--- config.mk ---
export PLATFORM = sky130hd
export DESIGN_NAME = huff_coder_sequencer
export DESIGN_NICKNAME = d
export VERILOG_FILES = /design/src/rtl/huff_coder_sequencer.sv
export SDC_FILE = /design/constraint.sdc
export NUM_CORES = 1
export LEC_CHECK = 0
export CELL_PAD_IN_SITES_DETAIL_PLACEMENT = 1
export CELL_PAD_IN_SITES_GLOBAL_PLACEMENT = 1
export CORE_MARGIN = 3
export CORE_UTILIZATION = 31
export CTS_CLUSTER_SIZE = 25
export DETAILED_ROUTE_END_ITERATION = 7
export HOLD_SLACK_MARGIN = 0.02
export PLACE_DENSITY_LB_ADDON = 0.2
export SLEW_MARGIN = 0
export SYNTH_ARGS = -nofsm -noshare
export SYNTH_HDL_FRONTEND = slang
export SYNTH_SLANG_ARGS = --single-unit
--- constraint.sdc ---
create_clock -name clock -period 2.19 [get_ports clock]
set_input_delay 0.438 -clock clock [delete_from_list [all_inputs] [get_ports clock]]
set_output_delay 0.438 -clock clock [all_outputs]
set_load 0.01 [all_outputs]
--- src/rtl/huff_coder_sequencer.sv ---
// Sequences one Huffman coder job: fetch table/message entries, strobe them in,
// wait for the encoding, strobe the packed result words out onto a valid/ready stream.
module huff_coder_sequencer #(
    parameter int DEPTH        = 100,
    parameter int STROBE_HI    = 4,
    parameter int STROBE_LO    = 4,
    parameter int CLEAR_CYCLES = 210,
    parameter int TIMEOUT      = 4096
) (
    input  logic        clock,
    input  logic        reset,
    input  logic        start,
    input  logic [7:0]  tbl_count,
    input  logic [7:0]  msg_len,
    output logic        busy,
    output logic        done,
    output logic        err,
    output logic [7:0]  tbl_addr,
    input  logic [7:0]  tbl_symbol,
    input  logic [31:0] tbl_length,
    input  logic [7:0]  tbl_char,
    output logic [7:0]  msg_addr,
    input  logic [7:0]  msg_char,
    output logic        coder_ce,
    output logic        coder_data_loaded,
    output logic        coder_msg_loaded,
    output logic        coder_manual_reset,
    output logic [7:0]  coder_symbol,
    output logic [31:0] coder_symbol_length,
    output logic [7:0]  coder_character,
    output logic [7:0]  coder_message,
    input  logic [15:0] coder_data_ready,
    input  logic [31:0] coder_data_out,
    output logic        out_valid,
    output logic [31:0] out_data,
    output logic        out_last,
    input  logic        out_ready
);
    typedef enum logic [3:0] {
        IDLE, FETCH, LOAD_HI, LOAD_LO, WAIT_READY, READ_HI, READ_LO,
        EMIT, FLUSH_HI, FLUSH_LO, CLEAR_WAIT
    } state_t;

    localparam logic [15:0] HI_LAST  = 16'(STROBE_HI - 1);
    localparam logic [15:0] LO_LAST  = 16'(STROBE_LO - 1);
    localparam logic [15:0] TO_LAST  = 16'(TIMEOUT - 1);
    localparam logic [15:0] CLR_LAST = 16'(CLEAR_CYCLES - 1);
    localparam logic [8:0]  DEPTH9   = 9'(DEPTH);

    state_t      state;
    logic [15:0] cnt;
    logic [7:0]  idx;
    logic [7:0]  tblLimit;
    logic [7:0]  msgWords;
    logic [7:0]  msgLenReg;
    logic [11:0] wordCnt;
    logic [11:0] nWords;
    logic        postReset;

    logic [7:0]  tblLimitIn;
    logic [7:0]  msgWordsIn;
    logic [8:0]  msgPlusOne;
    logic [16:0] bitsRounded;
    logic [11:0] nWordsNew;

    // Table entries and message words (length word included) never exceed the coder buffer.
    always_comb begin
        msgPlusOne  = {1'b0, msg_len} + 9'd1;
        tblLimitIn  = ({1'b0, tbl_count} > DEPTH9) ? DEPTH9[7:0] : tbl_count;
        msgWordsIn  = (msgPlusOne > DEPTH9) ? DEPTH9[7:0] : msgPlusOne[7:0];
        bitsRounded = {1'b0, coder_data_out[31:16]} + 17'd47;
        nWordsNew   = bitsRounded[16:5];
    end

    always_ff @(posedge clock) begin
        if (reset) begin
            state               <= IDLE;
            cnt                 <= '0;
            idx                 <= '0;
            tblLimit            <= '0;
            msgWords            <= '0;
            msgLenReg           <= '0;
            wordCnt             <= '0;
            nWords              <= '0;
            postReset           <= 1'b1;
            busy                <= 1'b0;
            done                <= 1'b0;
            err                 <= 1'b0;
            tbl_addr            <= '0;
            msg_addr            <= '0;
            coder_ce            <= 1'b0;
            coder_data_loaded   <= 1'b0;
            coder_msg_loaded    <= 1'b0;
            coder_manual_reset  <= 1'b0;
            coder_symbol        <= '0;
            coder_symbol_length <= '0;
            coder_character     <= '0;
            coder_message       <= '0;
            out_valid           <= 1'b0;
            out_data            <= '0;
            out_last            <= 1'b0;
        end else begin
            done               <= 1'b0;
            err                <= 1'b0;
            coder_manual_reset <= postReset;
            postReset          <= 1'b0;
            case (state)
                IDLE: begin
                    if (start) begin
                        tblLimit  <= tblLimitIn;
                        msgWords  <= msgWordsIn;
                        msgLenReg <= msg_len;
                        idx       <= '0;
                        tbl_addr  <= '0;
                        msg_addr  <= 8'hFF;
                        wordCnt   <= '0;
                        cnt       <= '0;
                        busy      <= 1'b1;
                        state     <= FETCH;
                    end
                end
                // cnt 0: address out, 1: read data valid -> register, 2: setup before ce rise
                FETCH: begin
                    if (cnt == 16'd0) begin
                        cnt <= 16'd1;
                    end else if (cnt == 16'd1) begin
                        coder_symbol        <= tbl_symbol;
                        coder_symbol_length <= tbl_length;
                        coder_character     <= tbl_char;
                        coder_message       <= (idx == 8'd0) ? msgLenReg : msg_char;
                        coder_data_loaded   <= (idx >= tblLimit);
                        coder_msg_loaded    <= (idx >= msgWords);
                        cnt                 <= 16'd2;
                    end else begin
                        cnt      <= '0;
                        coder_ce <= 1'b1;
                        state    <= LOAD_HI;
                    end
                end
                LOAD_HI, READ_HI, FLUSH_HI: begin
                    if (cnt == HI_LAST) begin
                        cnt      <= '0;
                        coder_ce <= 1'b0;
                        state    <= (state == LOAD_HI) ? LOAD_LO :
                                    (state == READ_HI) ? READ_LO : FLUSH_LO;
                    end else begin
                        cnt <= cnt + 16'd1;
                    end
                end
                LOAD_LO: begin
                    if (cnt == LO_LAST) begin
                        cnt <= '0;
                        if (coder_data_loaded && coder_msg_loaded) begin
                            state <= WAIT_READY;
                        end else begin
                            idx      <= idx + 8'd1;
                            tbl_addr <= idx + 8'd1;
                            msg_addr <= idx;
                            state    <= FETCH;
                        end
                    end else begin
                        cnt <= cnt + 16'd1;
                    end
                end
                WAIT_READY: begin
                    if (coder_data_ready != '0) begin
                        cnt      <= '0;
                        coder_ce <= 1'b1;
                        state    <= READ_HI;
                    end else if (cnt == TO_LAST) begin
                        coder_manual_reset <= 1'b1;
                        err                <= 1'b1;
                        done               <= 1'b1;
                        busy               <= 1'b0;
                        cnt                <= '0;
                        state              <= IDLE;
                    end else begin
                        cnt <= cnt + 16'd1;
                    end
                end
                READ_LO: begin
                    if (cnt == LO_LAST) begin
                        cnt       <= '0;
                        out_valid <= 1'b1;
                        out_data  <= coder_data_out;
                        // Word 0 carries the bit count, which fixes how many words follow.
                        if (wordCnt == 12'd0) begin
                            nWords   <= nWordsNew;
                            out_last <= (nWordsNew == 12'd1);
                        end else begin
                            out_last <= (wordCnt == nWords - 12'd1);
                        end
                        state <= EMIT;
                    end else begin
                        cnt <= cnt + 16'd1;
                    end
                end
                EMIT: begin
                    if (out_ready) begin
                        out_valid <= 1'b0;
                        out_last  <= 1'b0;
                        wordCnt   <= wordCnt + 12'd1;
                        coder_ce  <= 1'b1;
                        cnt       <= '0;
                        state     <= out_last ? FLUSH_HI : READ_HI;
                    end
                end
                FLUSH_LO: begin
                    if (cnt == LO_LAST) begin
                        cnt   <= '0;
                        state <= CLEAR_WAIT;
                    end else begin
                        cnt <= cnt + 16'd1;
                    end
                end
                CLEAR_WAIT: begin
                    if (cnt == CLR_LAST) begin
                        cnt   <= '0;
                        done  <= 1'b1;
                        busy  <= 1'b0;
                        state <= IDLE;
                    end else begin
                        cnt <= cnt + 16'd1;
                    end
                end
                default: state <= IDLE;
            endcase
        end
    end
endmodule

==> impl_summary.md, run 1 <==
Run status
The run finished with clean final reports.

STA
The final count of pins violating max slew was 0. The upper clock frequency limit is 0.464 GHz. The worst setup margin is 37.1 ps. The hold violation total from the final report was 0.

The number of endpoints failing setup at the final stage is 0. Setup repair after global routing could not meet its margin everywhere. The headroom to the max-slew limit is 55.2%. The final cycle utilization of the critical path is 98.3%. The worst-case hold slack is 421 ps. The measured slew at the worst slew-check pin is 672 ps. The clock period minus worst slack is 2150 ps. After routing, the total negative slack on setup checks comes to 0 ps. Across the routed clock network, the largest skew measured is 15.0 ps.

Logic synthesis
The biggest area contributor in the post-synthesis netlist is dfxtp_1. Ranked by total cell area, the synthesized netlist is headed by dfxtp_1, nand2_1, a21oi_1. The Yosys warning count is 0. In this run the biggest area consumer among cell types represents 42.9% of the synthesized area.

Counting distinct cell types in the post-synthesis netlist gives 65. Ranked by instance count, the synthesized netlist is headed by nand2_1, dfxtp_1, a21oi_1. The portion of the post-synthesis area used by sequential elements is 42.9%.

In this run, synthesis inferred 0 flip-flops with an integrated enable. After synthesis, the share of flip-flops with an asynchronous set or reset is 0%. The dominant synthesized flop cell is dfxtp_1.

In this run, synthesis produced a sequential element count of 182. The number of nets in the synthesized netlist is 1,213. Dividing the synthesized area by the synthesized cell count gives 7.99 sq um. The summed instance area of the synthesized netlist is 0.00850 sq mm. The number of cells produced by synthesis is 1,063. Yosys instantiated no cell more often than nand2_1.

Critical path
In this run the register-to-register setup slack is 40 ps. In this run the critical register-to-register path is launched from nWords[2]. The worst register-to-register path has a depth of 6. The worst setup path is of the reg -> reg kind. The worst setup path is launched from a register.

In this run the critical register-to-register path is captured at out_last. Counting stages on the worst path, the most repeated cell is or4_4. Data arrives at the worst endpoint at 2490 ps. In this run the worst path has a maximum fanout of 4. For this run, the slowest stage of the critical path takes 570 ps.

For this design, the slowest cell found on the critical path is or4_4. STA classifies the critical path endpoint as a register. STA puts the critical path data required time at 2520 ps.

Traced cell by cell, the critical path runs through or4_4 -> or4_4 -> nor3_2 -> a31oi_1 -> or3_1 -> o41ai_2.

GRT
The overall global routing resource usage is 20.7%. The initial antenna violation count is 0. The number of global-route vias before repair was 9,080. The maximum number of pins on one net before global-route repair is 62. The sum of overflow across all layers after global routing is 0.

The first global-routing pass estimated 48,500 um of wire.

CTS
The clock drives 182 sinks. TritonCTS created 17 clock buffers. The cell chosen for the clock root is clkbuf_16.

The clock transition time at the flip-flop clock pins of the worst setup and hold paths is 70 ps. For the worst-skew pair, the clock arrives at the later sink with an insertion delay of 440 ps. The depth of the CTS H-tree is 4. The maximum buffer depth of the clock tree is 2.

Buffers inserted to repair hold after CTS numbered 0. TritonCTS built the clock tree.

Floorplan
The floorplan die width is 172 um. The core region is 0.0265 sq mm. Measured along the y axis, the die boundary spans 172 um. For this design the top-level I/O count stands at 237. The die covers 0.0294 sq mm.

The starting density of the core is 32.1%. Row generation in the floorplan step produced 59 rows.

Flow run
The number of max-cap violations is 0.

Place
Prior to clock tree synthesis, the placed netlist has a worst setup slack of -327 ps. At the end of routability-driven placement, the weighted congestion stood at 0.840. The HPWL reported at the end of detailed placement is 22,700 um. The count of port buffers added during placement is 236.

Finish
The area added between synthesis and finish is 49.2%. In the final layout, the multi-input gates occupy 0.00456 sq mm. Cells with a size suffix above 1 make up 13.7% of the layout. Across the whole layout, storage elements account for 0.00366 sq mm.

The number of antenna diodes in the final layout is 0. For this run, the post-layout net count is 1,516. The filler cell count is 3,140.

Min path
The beginning of the worst hold path is reset. The path with the worst hold slack has its endpoint at out_last. In this run the worst hold path is classified as in -> reg. Counting instances, the worst hold path has a depth of 4.

Routing
The detailed router finished its first iteration with 444 violations. The via density per instance is 5.07. The DRC violation count after routing is 0. In the final routed layout, each cell accounts on average for 17.9 um. The residual antenna-violating net count after detailed routing is 0. The number of iterations in the first detailed-routing pass is 4. The number of vias in the routed layout is 8,679. The aggregate routed wire length is 30,600 um.

Power
The standby leakage power is 0.00466 uW. The overall power consumption is 9350 uW. The largest vdd supply drop is 433 uV.

Dividing total power by cell area gives a power density of 738 mW/mm^2.
==> what timing repair did <==
action | 4_1_cts | 5_1_grt
gates resized for setup | 1 | 28
endpoints found under the setup margin | 3 | 55
pin swaps | 1 | 9
buffers inserted | 0 | 6
==> critical path, delay by kind of cell (launching register included) <==
kind / cells / cell delay (ps)
AOI/OAI and AO/OA: 2 / 280
and+or+nand+nor: 4 / 1450
DFF: 1 / 330
==> cell type report <==
type | instances | area share, %
clock buffers | 17 | 3.36
clock inverters | 14 | 1.52
inverters | 34 | 1.01
multi-input cells | 783 | 36.0
flip-flops and latches | 182 | 28.9
well taps | 335 | 3.31
repair buffers | 348 | 25.9
==> flip-flops by register name, summed over array words and instances (netlist names), 4 cells and up <==
name / cells
coder_character: 8
state: 4
cnt: 16
out_data: 32
idx: 8
coder_message: 8
wordCnt: 12
coder_symbol_length: 32
msgLenReg: 8
msg_addr: 8
nWords: 12
tblLimit: 8
msgWords: 8
coder_symbol: 8
==> power by group <==
group / total (uW) / internal (uW) / leakage [uW] / switching, uW
Combinational: 2430 / 1190 / 0.00289 / 1240
Sequential: 3660 / 3520 / 0.00148 / 141
Clock: 3260 / 1740 / 0.000294 / 1520
==> cell families (layout without fill, tap and decap cells) <==
logic type      count (synthesis)  in the layout  share of synthesized area, %
flops                         182            182                          42.9
mux                            10             10                          1.18
fa+ha+maj                      27             27                          3.95
simple gates                  460            460                          24.7
compound gates                238            238                          17.9
buf+inv                        98            413                          4.43
xor+xnor                       48             48                          4.95
==> routing by layer <==
layer | vias to the layer above | global-route usage [%] | wire, um
li1 | 4302 | - | -
met5 | - | 0 | 0
met1 | 4146 | 24.1 | 12900
met3 | 25 | 7.61 | 2320
met4 | 0 | 5.46 | 492
met2 | 206 | 35.8 | 14900
==> worst max-delay path by stage <==
stage,start,endpoint,slack (ps)
3_3_place_gp,coder_data_ready[1],state[3],-260
6_report,nWords[2],out_last,40
5_1_grt,cnt[8],cnt[9],-90
3_5_place_dp,coder_data_ready[1],cnt[8],-330
2_1_floorplan,cnt[8],state[3],0.08
4_1_cts,cnt[1],idx[6],0.6
==> metrics by stage <==
step                      instances  util, %  area, sq um
after global placement         1676     44.9        11900
after floorplan                1063        -         8500
after detailed placement       1676     44.9        11900
final                          1713     47.8        12700
after CTS                      1707     47.3        12500
after global routing           1713     47.8        12700
==> layout by cell type (no fill, tap or decap), drive strengths merged, types with 4 or more instances in the layout <==
cell             n
a21oi          120
and3            19
nor4            15
inv             39
a31oi            8
o221a            8
o21ai           24
nand3           27
or3             10
o211ai           5
nor2b            6
nand2b           7
nand4           18
ha              26
buf            113
clkinv           5
a21o             8
nand2          245
nor4b            5
and2             6
clkbuf          17
nor2            69
a211oi          17
xor2            17
xnor2           31
nor3            21
o311ai           6
mux2i           10
o2111ai          5
clkdlybuf4s50  235
a32o             4
dfxtp          182
Note: power is estimated with default switching activity, not from simulation.
==> run 2, diff against run 1 <==
--- a/config.mk
+++ b/config.mk
@@ -5,6 +5,7 @@
 export SDC_FILE = /design/constraint.sdc
 export NUM_CORES = 1
 export LEC_CHECK = 0
+export CAP_MARGIN = 20
 export CELL_PAD_IN_SITES_DETAIL_PLACEMENT = 1
 export CELL_PAD_IN_SITES_GLOBAL_PLACEMENT = 1
 export CORE_MARGIN = 3
==> results of run 2 <==
Final layout, timing and power as in run 1 (identical DEF).
